$ cat src/rtl/cla_adder_32.sv
// 32-bit carry-lookahead adder with registered sum, carry out and group G/P.
// Lookahead tree: 8 blocks of 4 bits -> 2 groups of 16 bits -> 32 bits.
module cla_adder_32 (
   input  logic        clk,
   input  logic        rst,
   input  logic [31:0] x,
   input  logic [31:0] y,
   input  logic        c_in,
   output logic        G,
   output logic        P,
   output logic        c32,
   output logic [31:0] sum
);

   localparam int unsigned W      = 32;
   localparam int unsigned NBLK   = 8;
   localparam int unsigned NGRP   = 2;

   logic [W-1:0]    g, p, c;
   logic [NBLK-1:0] gg, pp, cb;
   logic [NGRP-1:0] g16, p16;
   logic            c16;
   logic            g_c, p_c, c32_c;
   logic [W-1:0]    sum_c;

   // Bit generate/propagate; XOR propagate is shared with the sum bit.
   assign g = x & y;
   assign p = x ^ y;

   genvar k, j;

   // 4-bit blocks: group G/P plus two-level carries from the block carry-in.
   for (k = 0; k < NBLK; k++) begin : g_blk
      assign gg[k] = g[4*k+3]
                   | (p[4*k+3] & g[4*k+2])
                   | (p[4*k+3] & p[4*k+2] & g[4*k+1])
                   | (p[4*k+3] & p[4*k+2] & p[4*k+1] & g[4*k]);
      assign pp[k] = &p[4*k +: 4];

      assign c[4*k]   = cb[k];
      assign c[4*k+1] = g[4*k] | (p[4*k] & cb[k]);
      assign c[4*k+2] = g[4*k+1]
                      | (p[4*k+1] & g[4*k])
                      | (p[4*k+1] & p[4*k] & cb[k]);
      assign c[4*k+3] = g[4*k+2]
                      | (p[4*k+2] & g[4*k+1])
                      | (p[4*k+2] & p[4*k+1] & g[4*k])
                      | (p[4*k+2] & p[4*k+1] & p[4*k] & cb[k]);
   end

   // 16-bit groups: block carry-ins and the group G/P from four block pairs.
   for (j = 0; j < NGRP; j++) begin : g_grp
      logic cin_grp;
      assign cin_grp = (j == 0) ? c_in : c16;

      assign g16[j] = gg[4*j+3]
                    | (pp[4*j+3] & gg[4*j+2])
                    | (pp[4*j+3] & pp[4*j+2] & gg[4*j+1])
                    | (pp[4*j+3] & pp[4*j+2] & pp[4*j+1] & gg[4*j]);
      assign p16[j] = &pp[4*j +: 4];

      assign cb[4*j]   = cin_grp;
      assign cb[4*j+1] = gg[4*j] | (pp[4*j] & cin_grp);
      assign cb[4*j+2] = gg[4*j+1]
                       | (pp[4*j+1] & gg[4*j])
                       | (pp[4*j+1] & pp[4*j] & cin_grp);
      assign cb[4*j+3] = gg[4*j+2]
                       | (pp[4*j+2] & gg[4*j+1])
                       | (pp[4*j+2] & pp[4*j+1] & gg[4*j])
                       | (pp[4*j+2] & pp[4*j+1] & pp[4*j] & cin_grp);
   end

   // Top level: carry into the upper group and the 32-bit G/P/carry out.
   assign c16   = g16[0] | (p16[0] & c_in);
   assign g_c   = g16[1] | (p16[1] & g16[0]);
   assign p_c   = p16[1] & p16[0];
   assign c32_c = g_c | (p_c & c_in);
   assign sum_c = p ^ c;

   // Output register; reset wins over new operands.
   always_ff @(posedge clk) begin
      if (rst) begin
         sum <= '0;
         c32 <= 1'b0;
         G   <= 1'b0;
         P   <= 1'b0;
      end else begin
         sum <= sum_c;
         c32 <= c32_c;
         G   <= g_c;
         P   <= p_c;
      end
   end

endmodule

$ cat config.mk
export PLATFORM = sky130hd
export DESIGN_NAME = cla_adder_32
export DESIGN_NICKNAME = d
export VERILOG_FILES = /design/src/rtl/cla_adder_32.sv
export SDC_FILE = /design/constraint.sdc
export NUM_CORES = 1
export LEC_CHECK = 0
export ABC_CLOCK_PERIOD_IN_PS = 3100
export BUFFER_PORTS_ARGS = -buffer_cell sky130_fd_sc_hd__buf_2
export CAP_MARGIN = 20
export CORE_ASPECT_RATIO = 1.1
export CORE_UTILIZATION = 30
export DETAILED_ROUTE_END_ITERATION = 10
export PLACE_DENSITY = 0.63
export SLEW_MARGIN = 40
export SYNTH_ARGS = -nofsm -noshare
export SYNTH_HDL_FRONTEND = slang
export SYNTH_SLANG_ARGS = --single-unit
$ cat constraint.sdc
create_clock -name clk -period 3.1 [get_ports clk]
set_clock_uncertainty 0.1 [all_clocks]
set_input_delay 0.155 -clock clk [delete_from_list [all_inputs] [get_ports clk]]
set_output_delay 0.155 -clock clk [all_outputs]
set_load 0.01 [all_outputs]
==> out/summary.log <==
qor: critical_path.worstPathCellList buf_2 -> ha_1 -> nand2_1 -> o21ai_0 -> a211oi_2 -> o21a_1 -> o21ai_0 -> fa_1 -> xnor2_1 -> nor2_1
qor: synth.dominantRegCellSynth sky130_fd_sc_hd__dfxtp_1
qor: cts.path_clk_slew 80 ps
qor: critical_path.cp.depth 10
qor: synth.syn_inst 277
qor: critical_path.cp-startpoint y[3]
qor: cts.post_cts_buffers 0
qor: cts.cts_made_buffers 5
qor: placement.gp_routability_congestion 0.777
qor: sta.timing_max_transition_violations_final 0
qor: detailed_routing.first_iter_violations 88
qor: cts.ctsRootBufferMaster sky130_fd_sc_hd__clkbuf_8
qor: power_and_ir_drop.power_density 417 nW/um^2
qor: min_path.hp-class in -> reg
qor: synth.post_synth.cell_area_avg 9.08 um^2
qor: floorplanning.fp.dieArea 8750 um^2
qor: finish.nets 489
qor: critical_path.critPathCapture sum[25]
qor: global_routing.grtUsageTotal 14.1%
qor: synth.synth.largest_area_cell sky130_fd_sc_hd__dfxtp_1
qor: critical_path.path_max_fanout 7
qor: critical_path.worstPathBufferInverterCount 1
qor: floorplanning.die_w 89.3 um
qor: power_and_ir_drop.power_switching_share 32.4%
qor: critical_path.timing.setup.critical_path_class in -> reg
qor: power_and_ir_drop.internal-power 0.914 mW
qor: detailed_routing.wl 5850 um
qor: global_routing.first_global_vias 2273
qor: finish.area_growth 28.9%
qor: sta.finalSetupViolations 0
qor: critical_path.most_prevalent_standard_cell_on_the_critical_path sky130_fd_sc_hd__o21ai_0
qor: power_and_ir_drop.totalPowerFinal 1.35 mW
qor: synth.async_flop_share 0%
qor: finish.post_route_cells_drive_above_1_share 34.0%
qor: finish.insertedDiodeCount 0
qor: min_path.timing.hold.worst.start c_in
qor: detailed_routing.drcViolationCount 0
qor: power_and_ir_drop.power.share.clock 24.9%
qor: synth.postSynthRegisterBits 35
qor: floorplanning.initial_core_utilization 31.4%
qor: detailed_routing.drt.antenna.violating_nets 0
qor: detailed_routing.post_drt_via_cell_ratio 4.79
qor: cts.number_of_sinks_driven_by_the_clock_tree 35
qor: sta.rsz0062_at_grt no
qor: floorplanning.dieHeight 98.0 um
qor: synth.post_synth_num_cell_types 53
qor: critical_path.worst_path_largest_cell_delay 520 ps
qor: critical_path.critical_path_required 3170 ps
qor: synth.most_numerous_cell_types_in_the_synthesized_netlist sky130_fd_sc_hd__dfxtp_1, sky130_fd_sc_hd__ha_1, sky130_fd_sc_hd__nor2_1
qor: critical_path.cp_slowest_cell sky130_fd_sc_hd__a211oi_2
qor: global_routing.number_of_antenna_violations_at_the_first_check_in_global_routing 0
qor: detailed_routing.route.detailed.wl_per_inst 11.9 um
qor: power_and_ir_drop.power.ir.vdd_worst 147 uV
qor: synth.synth_seq_area_share 27.9%
qor: synth.synthesis.area 2510 um^2
qor: synth.synth_fp_nets 384
qor: synth.yosysWarningCount 0
qor: critical_path.critical_path_arrival 2590 ps
qor: flow_run.max_cap_viols 0
qor: detailed_routing.vias 2345
qor: floorplanning.io_pins 102
qor: detailed_routing.detailedRoute.firstPassIterationCount 4
qor: power_and_ir_drop.netSwitchingPower 0.439 mW
qor: run_status.status complete, no violations
qor: sta.final.setup.tns 0 ps
qor: synth.synth_enable_flop_cells 0
qor: sta.maxSlewHeadroom 65.9%
qor: synth.yosys.cell_count.top_type sky130_fd_sc_hd__dfxtp_1
qor: floorplanning.coreArea 8000 um^2
qor: cts.tritoncts yes
qor: sta.finalCriticalPeriod 2520 ps
qor: sta.achievable-frequency 397 MHz
qor: power_and_ir_drop.seqPwrFrac 38.8%
qor: placement.final_hpwl_from_detailed_placement 4820 um
qor: critical_path.worst_setup_path_start_kind input pin
qor: global_routing.grt_first_pass_wirelength 9800 um
qor: placement.port_buffers 101
qor: power_and_ir_drop.power.combinational.fraction 36.4%
qor: synth.synth_top_area_share 27.9%
qor: power_and_ir_drop.power_leakage 1.56 nW
qor: cts.cts_htree_levels 2
qor: sta.layout_worst_path_cycle_share 81.2%
qor: sta.finalHoldViolCount 0
qor: cts.postCtsHoldBufs 0
qor: synth.yosys-top-cells-area sky130_fd_sc_hd__dfxtp_1, sky130_fd_sc_hd__ha_1, sky130_fd_sc_hd__fa_1
qor: global_routing.grt_start_max_net_pins 27
qor: global_routing.grt_overflow_total 0
qor: cts.clock_path_buffers 2
qor: critical_path.worst_setup_path_end_kind register
qor: critical_path.category_of_cells_accounting_for_the_largest_share_of_critical_path_delay compound AO/OA/AOI/OAI gates
qor: floorplanning.placement_rows 34
qor: cts.post_cts_resized 0
qor: sta.max_slew.worst_pin.slew 510 ps
[power by group through the flow]
stage	Sequential, mW	Combinational [mW]	Clock (mW)
6_report	0.524	0.492	0.336
2_1_floorplan	0.569	0.291	0
5_1_grt	0.532	0.554	0.376
4_1_cts	0.525	0.497	0.356
3_3_place_gp	0.536	0.488	0
3_5_place_dp	0.535	0.494	0
[cell type report]
cell class                 instances  area [um^2]
fill                             859         4760
multi-input combinational        228         1760
sequential                        35          701
timing repair buffer             104          528
tap                              108          135
clock buffer                       6         82.6
inverter                           8         30.0
clock inverter                     1         5.00
[state kept, by name (all words and copies together), names as in the netlist]
signal  flops
G           1
sum        32
P           1
c32         1
[worst min path at each step]
| stage | end | slack (ps) | depth (start not counted) |
|---|---|---|---|
| detailed placement | c32 | 300 | 2 |
| floorplan | c32 | 160 | 1 |
| CTS | c32 | 8 | 2 |
| finish | c32 | 7 | 2 |
| global placement | c32 | 300 | 2 |
| global route | c32 | 10 | 2 |
[cells in the final DEF (no fill, tap or decap), drive strengths merged, types with 5 or more instances in the layout]
cell and count:
nor2b 14, a31oi 5, nor3 10, clkbuf 6
nor2 31, dfxtp 35, a21oi 19, o21ai 13
fa 8, buf 104, ha 32, mux2 5
nand3 9, nand2 15, xnor2 8, inv 8
a21o 10
[metal layers]
layer  up-vias  global-route usage (%)  share of wire, %
met5         -                       0                 0
met4         0                    4.15               1.2
met3         9                    3.13               5.3
met2        74                    24.3                50
met1      1043                    17.2                44
li1       1219                       -                 -
[per-stage QoR]
stage,worst slack [ps],utilization [%],hold slack (ps),std cells,area (um^2)
3_5_place_dp,257,39.4,302,483,3150
4_1_cts,551,40.5,8.13,490,3240
5_1_grt,365,40.5,9.50,490,3240
2_1_floorplan,617,-,165,277,2510
6_report,583,40.5,7.42,490,3240
3_3_place_gp,310,39.4,299,483,3150
[kinds of logic (layout without fill, tap and decap cells)]
group / count (synthesis) / after routing / synth area share, %
xor gates and xnor gates: 12 / 12 / 4.18
buffers and inverters: 14 / 119 / 2.14
DFF: 35 / 35 / 27.9
AOI/OAI and AO/OA: 68 / 68 / 20.3
muxes: 5 / 5 / 2.24
adders and majority gates: 40 / 40 / 22.3
and+or+nand+nor: 103 / 103 / 20.9
(Power assumes the default switching activity.)
